**config.mk**
```make
export PLATFORM = sky130hd
export DESIGN_NAME = fetch_stage
export DESIGN_NICKNAME = d
export VERILOG_FILES = /design/src/rtl/rv32i_pkg.sv /design/src/rtl/fetch_stage.sv
export SDC_FILE = /design/constraint.sdc
export NUM_CORES = 1
export LEC_CHECK = 0
export BUFFER_PORTS_ARGS = -buffer_cell sky130_fd_sc_hd__buf_4
export CELL_PAD_IN_SITES_DETAIL_PLACEMENT = 1
export CELL_PAD_IN_SITES_GLOBAL_PLACEMENT = 2
export CORE_MARGIN = 2
export CORE_UTILIZATION = 35
export DETAILED_ROUTE_END_ITERATION = 7
export PLACE_DENSITY_LB_ADDON = 0.1
export SLEW_MARGIN = 20
export SYNTH_ARGS = -nofsm -noshare
export SYNTH_HDL_FRONTEND = slang
export SYNTH_SLANG_ARGS = --single-unit
```
**constraint.sdc**
```tcl
create_clock -name clk -period 5 [get_ports clk]
set_clock_uncertainty 0.05 [all_clocks]
set_input_delay 1 -clock clk [delete_from_list [all_inputs] [get_ports clk]]
set_output_delay 1 -clock clk [all_outputs]
set_load 0.1 [all_outputs]
```
**src/rtl/rv32i_pkg.sv**
```systemverilog
`default_nettype none
// +--------------------------------------------------------------------+
// | rv32i_pkg : shared RV32I datapath constants and fetch-stage types    |
// | Revision  : 1.0                                                      |
// +--------------------------------------------------------------------+
package rv32i_pkg;

  localparam int DPW = 32;

  // addi x0, x0, 0 -- the canonical bubble placed in IF/ID
  localparam logic [DPW-1:0] NOP_INSTR = 32'h0000_0013;

  typedef enum logic [1:0] {
    S_IDLE = 2'd0,
    S_REQ  = 2'd1,
    S_HOLD = 2'd2,
    S_DROP = 2'd3
  } fetch_state_t;

  // Sequential PC increment; wraps silently at 2^32
  function automatic logic [DPW-1:0] pc_incr(input logic [DPW-1:0] pc);
    return pc + 32'd4;
  endfunction

endpackage
`default_nettype wire

```
**src/rtl/fetch_stage.sv**
```systemverilog
`default_nettype none
// +--------------------------------------------------------------------+
// | fetch_stage : RV32I PC, single-outstanding imem handshake, IF/ID reg |
// | Revision    : 1.0                                                    |
// +--------------------------------------------------------------------+
module fetch_stage
  import rv32i_pkg::*;
#(
  parameter logic [DPW-1:0] RESET_PC = 32'h0000_0000
) (
  input  logic           clk,
  input  logic           arst_n,
  input  logic           stallD,
  input  logic           flushD,
  input  logic           pcsrcE,
  input  logic [DPW-1:0] pc_targetE,
  output logic           imem_req,
  output logic [DPW-1:0] imem_addr,
  input  logic           imem_ack,
  input  logic [DPW-1:0] imem_rdata,
  output logic [DPW-1:0] instrD,
  output logic [DPW-1:0] PCD,
  output logic [DPW-1:0] PCPlus4D,
  output logic           validD
);

  fetch_state_t   state;
  logic [DPW-1:0] pc_f;
  logic [DPW-1:0] instr_buf;
  logic [DPW-1:0] redir_pc;

  logic           accepted;
  logic           deliver;
  logic [DPW-1:0] deliver_word;
  logic [DPW-1:0] pc_plus4;

  // A flushed instruction still counts as consumed by decode
  assign accepted  = flushD | ~stallD;
  assign pc_plus4  = pc_incr(pc_f);
  assign imem_addr = pc_f;

  // Redirects always beat delivery in the same cycle
  always_comb begin
    deliver      = 1'b0;
    deliver_word = imem_rdata;
    unique case (state)
      S_REQ:  deliver = imem_ack & ~pcsrcE & accepted;
      S_HOLD: begin
        deliver      = ~pcsrcE & accepted;
        deliver_word = instr_buf;
      end
      default: deliver = 1'b0;
    endcase
  end

  always_ff @(posedge clk or negedge arst_n) begin
    if (!arst_n) begin
      state     <= S_IDLE;
      pc_f      <= RESET_PC;
      instr_buf <= NOP_INSTR;
      redir_pc  <= '0;
      imem_req  <= 1'b0;
    end else begin
      unique case (state)
        S_IDLE: begin
          state    <= S_REQ;
          imem_req <= 1'b1;
        end
        S_REQ: begin
          if (imem_ack) begin
            if (pcsrcE) begin
              pc_f <= pc_targetE;
            end else if (accepted) begin
              pc_f <= pc_plus4;
            end else begin
              instr_buf <= imem_rdata;
              state     <= S_HOLD;
              imem_req  <= 1'b0;
            end
          end else if (pcsrcE) begin
            // Address must stay put until memory answers; remember the target
            redir_pc <= pc_targetE;
            state    <= S_DROP;
          end
        end
        S_HOLD: begin
          if (pcsrcE) begin
            pc_f     <= pc_targetE;
            state    <= S_REQ;
            imem_req <= 1'b1;
          end else if (accepted) begin
            pc_f     <= pc_plus4;
            state    <= S_REQ;
            imem_req <= 1'b1;
          end
        end
        S_DROP: begin
          if (imem_ack) begin
            pc_f  <= pcsrcE ? pc_targetE : redir_pc;
            state <= S_REQ;
          end else if (pcsrcE) begin
            redir_pc <= pc_targetE;
          end
        end
        default: begin
          state    <= S_IDLE;
          imem_req <= 1'b0;
        end
      endcase
    end
  end

  // IF/ID register: flush > stall > load (bubble when nothing delivered)
  always_ff @(posedge clk or negedge arst_n) begin
    if (!arst_n) begin
      instrD   <= NOP_INSTR;
      PCD      <= '0;
      PCPlus4D <= '0;
      validD   <= 1'b0;
    end else if (flushD) begin
      instrD   <= NOP_INSTR;
      PCD      <= '0;
      PCPlus4D <= '0;
      validD   <= 1'b0;
    end else if (!stallD) begin
      if (deliver) begin
        instrD   <= deliver_word;
        PCD      <= pc_f;
        PCPlus4D <= pc_plus4;
        validD   <= 1'b1;
      end else begin
        instrD   <= NOP_INSTR;
        PCD      <= '0;
        PCPlus4D <= '0;
        validD   <= 1'b0;
      end
    end
  end

endmodule
`default_nettype wire

```
* Word-level counts from Yosys, hierarchy flattened *
Cells that the tools add are included.

cells by class
  eq/ne operators = 12
  reduce and logical (&&, ||, !) cells = 9
  muxes and demuxes = 34
  bitwise gates (word level) = 8
  $add $sub $neg = 1

operator list
  kind                                                                      number
  32-bit 2-to-1 mux                                                         15
  32-bit one-hot mux with 3 select lines                                    1
  32-bit by 3-bit adder with 32-bit output (second input constant)          1
  2-bit 2-to-1 mux                                                          7
  3-bit inequality test (second input constant)                             4
  5-bit AND reduction                                                       2
  1-bit 2-to-1 mux                                                          8
  2-bit inequality test (second input constant)                             4
  2-bit one-hot mux with 4 select lines                                     1
  3-bit nonzero test                                                        2
  2-bit equality test (second input constant)                               2
  1-bit inverter                                                            4
  4-bit AND reduction                                                       1
  1-bit bitwise AND                                                         3
  1-bit one-hot mux with 3 select lines                                     1
  3-bit AND reduction                                                       1
  2-bit by 1-bit equality test with 1-bit output (second input constant)    1
  2-bit zero test                                                           1
  2-bit by 1-bit inequality test with 1-bit output (second input constant)  1
  1-bit one-hot mux with 2 select lines                                     1
  2-bit AND reduction                                                       1
  2-bit OR reduction                                                        1
  1-bit OR                                                                  1

storage, ports and cells
  flip-flop bits (word level) = 196
  bits of input ports = 70
  output and inout bits = 130
  word-level logic and storage cells = 73

* Depth between registers and ports, before layout *
  depth after elaboration = 7
  depth in mapped cells = 9
  depth with buffers taken out = 7

* Least setup slack after synthesis *
No wires, ideal clock.

  path type = flip-flop to flip-flop
  start point = register pc_f[2] (netlist: imem_addr[2])
  end point = register pc_f[28] (netlist: imem_addr[28])
  cell stages (with the launch flop) = 8
  slack = 2,196 ps
  path buffers = 1
  library setup time = 75 ps
  data required time = 4,875 ps
  arrival = 2,679 ps
  period minus slack after synthesis = 2,804 ps
  path through = dfrtp_1 > ha_1 > and4_1 > clkbuf_1 > nand2_1 > nor4_2 > mux2_2 > nor2_1

on the way
  cells in the longest elaborated chain, start to end = 5

ends and longest elaborated chain
  element                                     RTL line                              RTL
  start, declared                             fetch_stage.sv:28                     logic [DPW-1:0] pc_f;
  start signal, assigned                      fetch_stage.sv:72                     pc_f <= pc_targetE;
  start signal, assigned                      fetch_stage.sv:74                     pc_f <= pc_plus4;
  start signal, assigned                      fetch_stage.sv:88                     pc_f <= pc_targetE;
  32-bit by 3-bit adder with 32-bit output *  rv32i_pkg.sv:22                       return pc + 32'd4;
  32-bit 2-to-1 mux *                         fetch_stage.sv:73, fetch_stage.sv:91
  32-bit 2-to-1 mux *                         fetch_stage.sv:87                     if (pcsrcE) begin
  32-bit 2-to-1 mux                           fetch_stage.sv:70                     if (imem_ack) begin
  32-bit one-hot mux with 3 select lines *    fetch_stage.sv:64                     unique case (state)

Every way passes the cells marked *; elsewhere a longest branch is shown, timed or not. The select of a mux whose other input is x is not followed.
A chain may end at the register's enable or synchronous reset.

* Worst setup path after layout *
Ends and elaborated chain as after synthesis.

==> impl_summary.txt <==
----------------------------------------------------
[Clock network]
  Cells resized by post-CTS repair ... 0
  CTS root buffer ... sky130_fd_sc_hd__clkbuf_16
  Clock transition at the register clock pins on the worst setup and hold paths after CTS ... 70 ps
  Quantity of hold-fixing buffers added after cts ... 0
  H-Tree Level Count ... 4
  CTS Buf Count ... 17
  Insertion delay of the later-clocked pin in the worst-skew pair ... about 440 ps
  Clock tree from TritonCTS ... built
  Buffers inserted during post-CTS setup optimization ... 0
  Total number of clock tree sinks ... 194
  Maximum buffer depth of the clock tree ... 2

[Place]
  RD Place Congestion ... 0.728
  Half-perimeter wire length of the detailed placement result ... 17.5 mm
  Input/output buffers ... 199
  Minimum setup slack after placement ... 1790 ps

[GRT]
  First-pass GRT wire length ... 41.8 mm
  Total overflow reported by the global router ... 0
  Vias in the first global route ... 7310
  GRT Overall Usage ... 0.199
  Largest net degree at the start of global routing ... 129
  Initial antenna violation count ... 0

[Timing]
  Final period utilization ... 0.563
  Time the worst path needs with I/O delays and setup ... ~2800 ps
  Final WS setup ... 2190 ps
  Final setup violation count ... 0
  Total Negative Setup Slacks ... 0 ps
  Slew at the pin closest to its max-slew limit ... approximately 850 ps
  Relative slew slack ... 0.434
  Number of slew-limit violations in the final report ... 0
  Final hold violations ... 0
  RSZ-0062 raised after global routing ... false
  Fmax achieved ... 355 MHz

[Worst setup path]
  Required time of the worst setup path ... 5310 ps
  Type of destination of the critical path ... flop
  Maximum net fanout on the critical path ... 8
  Data arrival time of the worst path ... 3130 ps
  Worst Setup Path Type ... flop to flop
  Startpoint types ... flop

[Synth]
  Dominant cell type by area after synthesis ... sky130_fd_sc_hd__dfrtp_1
  Fraction of registers with async set or reset after synthesis ... 1.00
  Number of standard cells after synthesis ... 826
  Most instantiated library cell after synthesis ... sky130_fd_sc_hd__dfrtp_1
  Synthesized area ... 9040 µm²
  Top-area cell type share of the netlist area ... 0.520
  Flops & latches, synth ... 194
  Number of nets produced by synthesis ... 902
  Sequential area share after synthesis ... 0.538
  Top post-synthesis cells by count ... 188 x sky130_fd_sc_hd__dfrtp_1, 95 x sky130_fd_sc_hd__nand2_1, 76 x sky130_fd_sc_hd__o21ai_0
  Synthesized area per cell ... 10.9 µm²
  Number of different library cells in the post-synthesis netlist ... 57
  Top flip-flop cell by instance count after synthesis ... sky130_fd_sc_hd__dfrtp_1
  Number of flops mapped to enable cells by yosys ... 0
  Number of warnings reported in the yosys synthesis log ... 0
  Area contributors post-synth ... sky130_fd_sc_hd__dfrtp_1 52%, sky130_fd_sc_hd__mux2_2 8.1%, sky130_fd_sc_hd__mux2i_1 4.2%

[Cells and area]
  Antenna cells ... 0
  Fillcell total ... 2786
  Nets ... 1060
  Flip-flop and latch area ... 4860 µm²
  Area used by multi-input combinational logic ... 3880 µm²
  Fraction of final layout cells sized beyond drive strength 1 ... 0.334
  Growth of design area from synthesis to finish ... 25.6%

[Detailed routing]
  Routed wire length on met2 ... between 10 and 15 mm
  Detailed-routed wire length on met3 ... 1.29 mm
  Number of vias per cell after detailed routing ... around 5.3
  Number of detailed-routing iterations run before antenna repair ... 4
  Detailed-routing wirelength on met1 ... 12.1 mm
  Number of nets still failing antenna checks after routing ... 0
  Top layer in use ... met4
  Total detailed-routing wirelength ... ~26 mm
  Number of violations reported at the end of detailed-routing iteration 0 ... around 340
  Post-route DRC violation count ... 0
  Total number of vias ... between 6000 and 7000
  Wirelength per Cell ... 19.8 µm

[Power]
  Static Leak ... 5.11 nW
  Peak ir drop on the vdd network ... ~0.35 mV
  Power density of the placed cells ... 647 nW/µm²

[Floorplanning]
  Number of top-level pins ... 200
  Initial core utilization ... 0.358
  Die Ht ... approximately 160 µm
  Total die area ... 27100 µm²
  Floorplan core area ... 25300 µm²
  Chip Width ... 165 µm
  # rows ... 58

[Job]
  Max-capacitance violation count ... 0

[Outcome]
  Status ... finished, final reports clean

[Min path]
  Min-delay worst type ... flop to flop

----------------------------------------------------
-- kinds of logic (layout without fill, tap and decap cells) --
logic type      after synthesis  in the layout  share of synthesized area
fa+ha+maj                     6              6                    0.00830
xor+xnor                     28             28                     0.0271
mux                         104            104                      0.124
flops                       194            194                      0.538
simple gates                189            189                      0.107
compound gates              226            226                      0.160
buf+inv                      79            249                     0.0361
-- where the power goes --
group	switching, W	internal [W]	total, W
sequential	0.000477	0.00204	0.00252
combinational	0.00242	0.00104	0.00345
clock	0.000672	0.000704	0.00138
-- routing by layer --
metal | vias to the layer above | track usage
li1 | 3264 | -
met1 | 3557 | 0.281
met2 | 144 | 0.322
met3 | 20 | 0.0311
met4 | 0 | 0.0510
met5 | - | 0
-- registers in the layout, indices dropped and copies added, names as in the netlist --
name / count
PCD: 32
imem_addr: 32
instrD: 32
instr_buf: 32
redir_pc: 32
PCPlus4D: 30
state: 2
imem_req: 1
validD: 1
-- metrics by stage --
stage / hold slack (ps) / total power (W) / area (µm²) / utilization / cells
after floorplan: 399 / 0.00513 / 9040 / - / 826
after global placement: 415 / 0.00597 / 10800 / 0.427 / 1295
after detailed placement: 422 / 0.00603 / 10800 / 0.427 / 1295
after CTS: 440 / 0.00744 / 11400 / 0.450 / 1326
after global routing: 456 / 0.00777 / 11400 / 0.450 / 1326
final: 432 / 0.00734 / 11400 / 0.450 / 1326
-- placed cells by master, fill, tap and decap left out, types with 8 or more instances in the layout --
| cell | netlist | routed |
|---|---|---|
| sky130_fd_sc_hd__buf_4 | 4 | 209 |
| sky130_fd_sc_hd__dfrtp_1 | 188 | 188 |
| sky130_fd_sc_hd__nand2_1 | 95 | 95 |
| sky130_fd_sc_hd__o21ai_0 | 76 | 76 |
| sky130_fd_sc_hd__mux2_2 | 65 | 65 |
| sky130_fd_sc_hd__mux2i_1 | 38 | 38 |
| sky130_fd_sc_hd__a21oi_1 | 38 | 37 |
| sky130_fd_sc_hd__a22o_1 | 31 | 31 |
| sky130_fd_sc_hd__nor2_1 | 27 | 26 |
| sky130_fd_sc_hd__clkbuf_16 | 0 | 17 |
| sky130_fd_sc_hd__xnor2_1 | 16 | 16 |
| sky130_fd_sc_hd__nand3_1 | 14 | 14 |
| sky130_fd_sc_hd__o22ai_1 | 14 | 14 |
| sky130_fd_sc_hd__a31oi_1 | 13 | 13 |
| sky130_fd_sc_hd__xor2_1 | 12 | 12 |
| sky130_fd_sc_hd__o22a_1 | 12 | 12 |
| sky130_fd_sc_hd__nand4_1 | 8 | 8 |
| sky130_fd_sc_hd__nor2b_1 | 9 | 8 |
-- worst paths after layout --
path                         startpoint            end  slack, ps  cells past startpoint
max reg2reg                imem_addr[2]  imem_addr[28]       2190                      6
min in group asynchronous        arst_n    PCPlus4D[7]        500                      1
max in group asynchronous        arst_n   PCPlus4D[31]       3260                      2
max                        imem_addr[2]  imem_addr[28]       2190                      6
min                         PCPlus4D[4]    PCPlus4D[4]        430                      2
min reg2reg                 PCPlus4D[4]    PCPlus4D[4]        430                      2
-- cell type report --
class                      count  share of cell area
clock buffer                  17              0.0375
clock inverter                14              0.0128
inverter                       7             0.00231
multi-input combinational    553               0.342
sequential                   194               0.428
tap                          330              0.0364
timing repair buffer         211               0.141
-- worst max-delay path, cell delays in order, from the launching register on --
cell,delay [ps]
sky130_fd_sc_hd__dfrtp_1,530
sky130_fd_sc_hd__ha_1,320
sky130_fd_sc_hd__and4_1,540
sky130_fd_sc_hd__nand2_1,330
sky130_fd_sc_hd__nor4_2,480
sky130_fd_sc_hd__mux2_2,390
sky130_fd_sc_hd__nor2_1,100
Note: power is estimated with default switching activity, not from simulation.
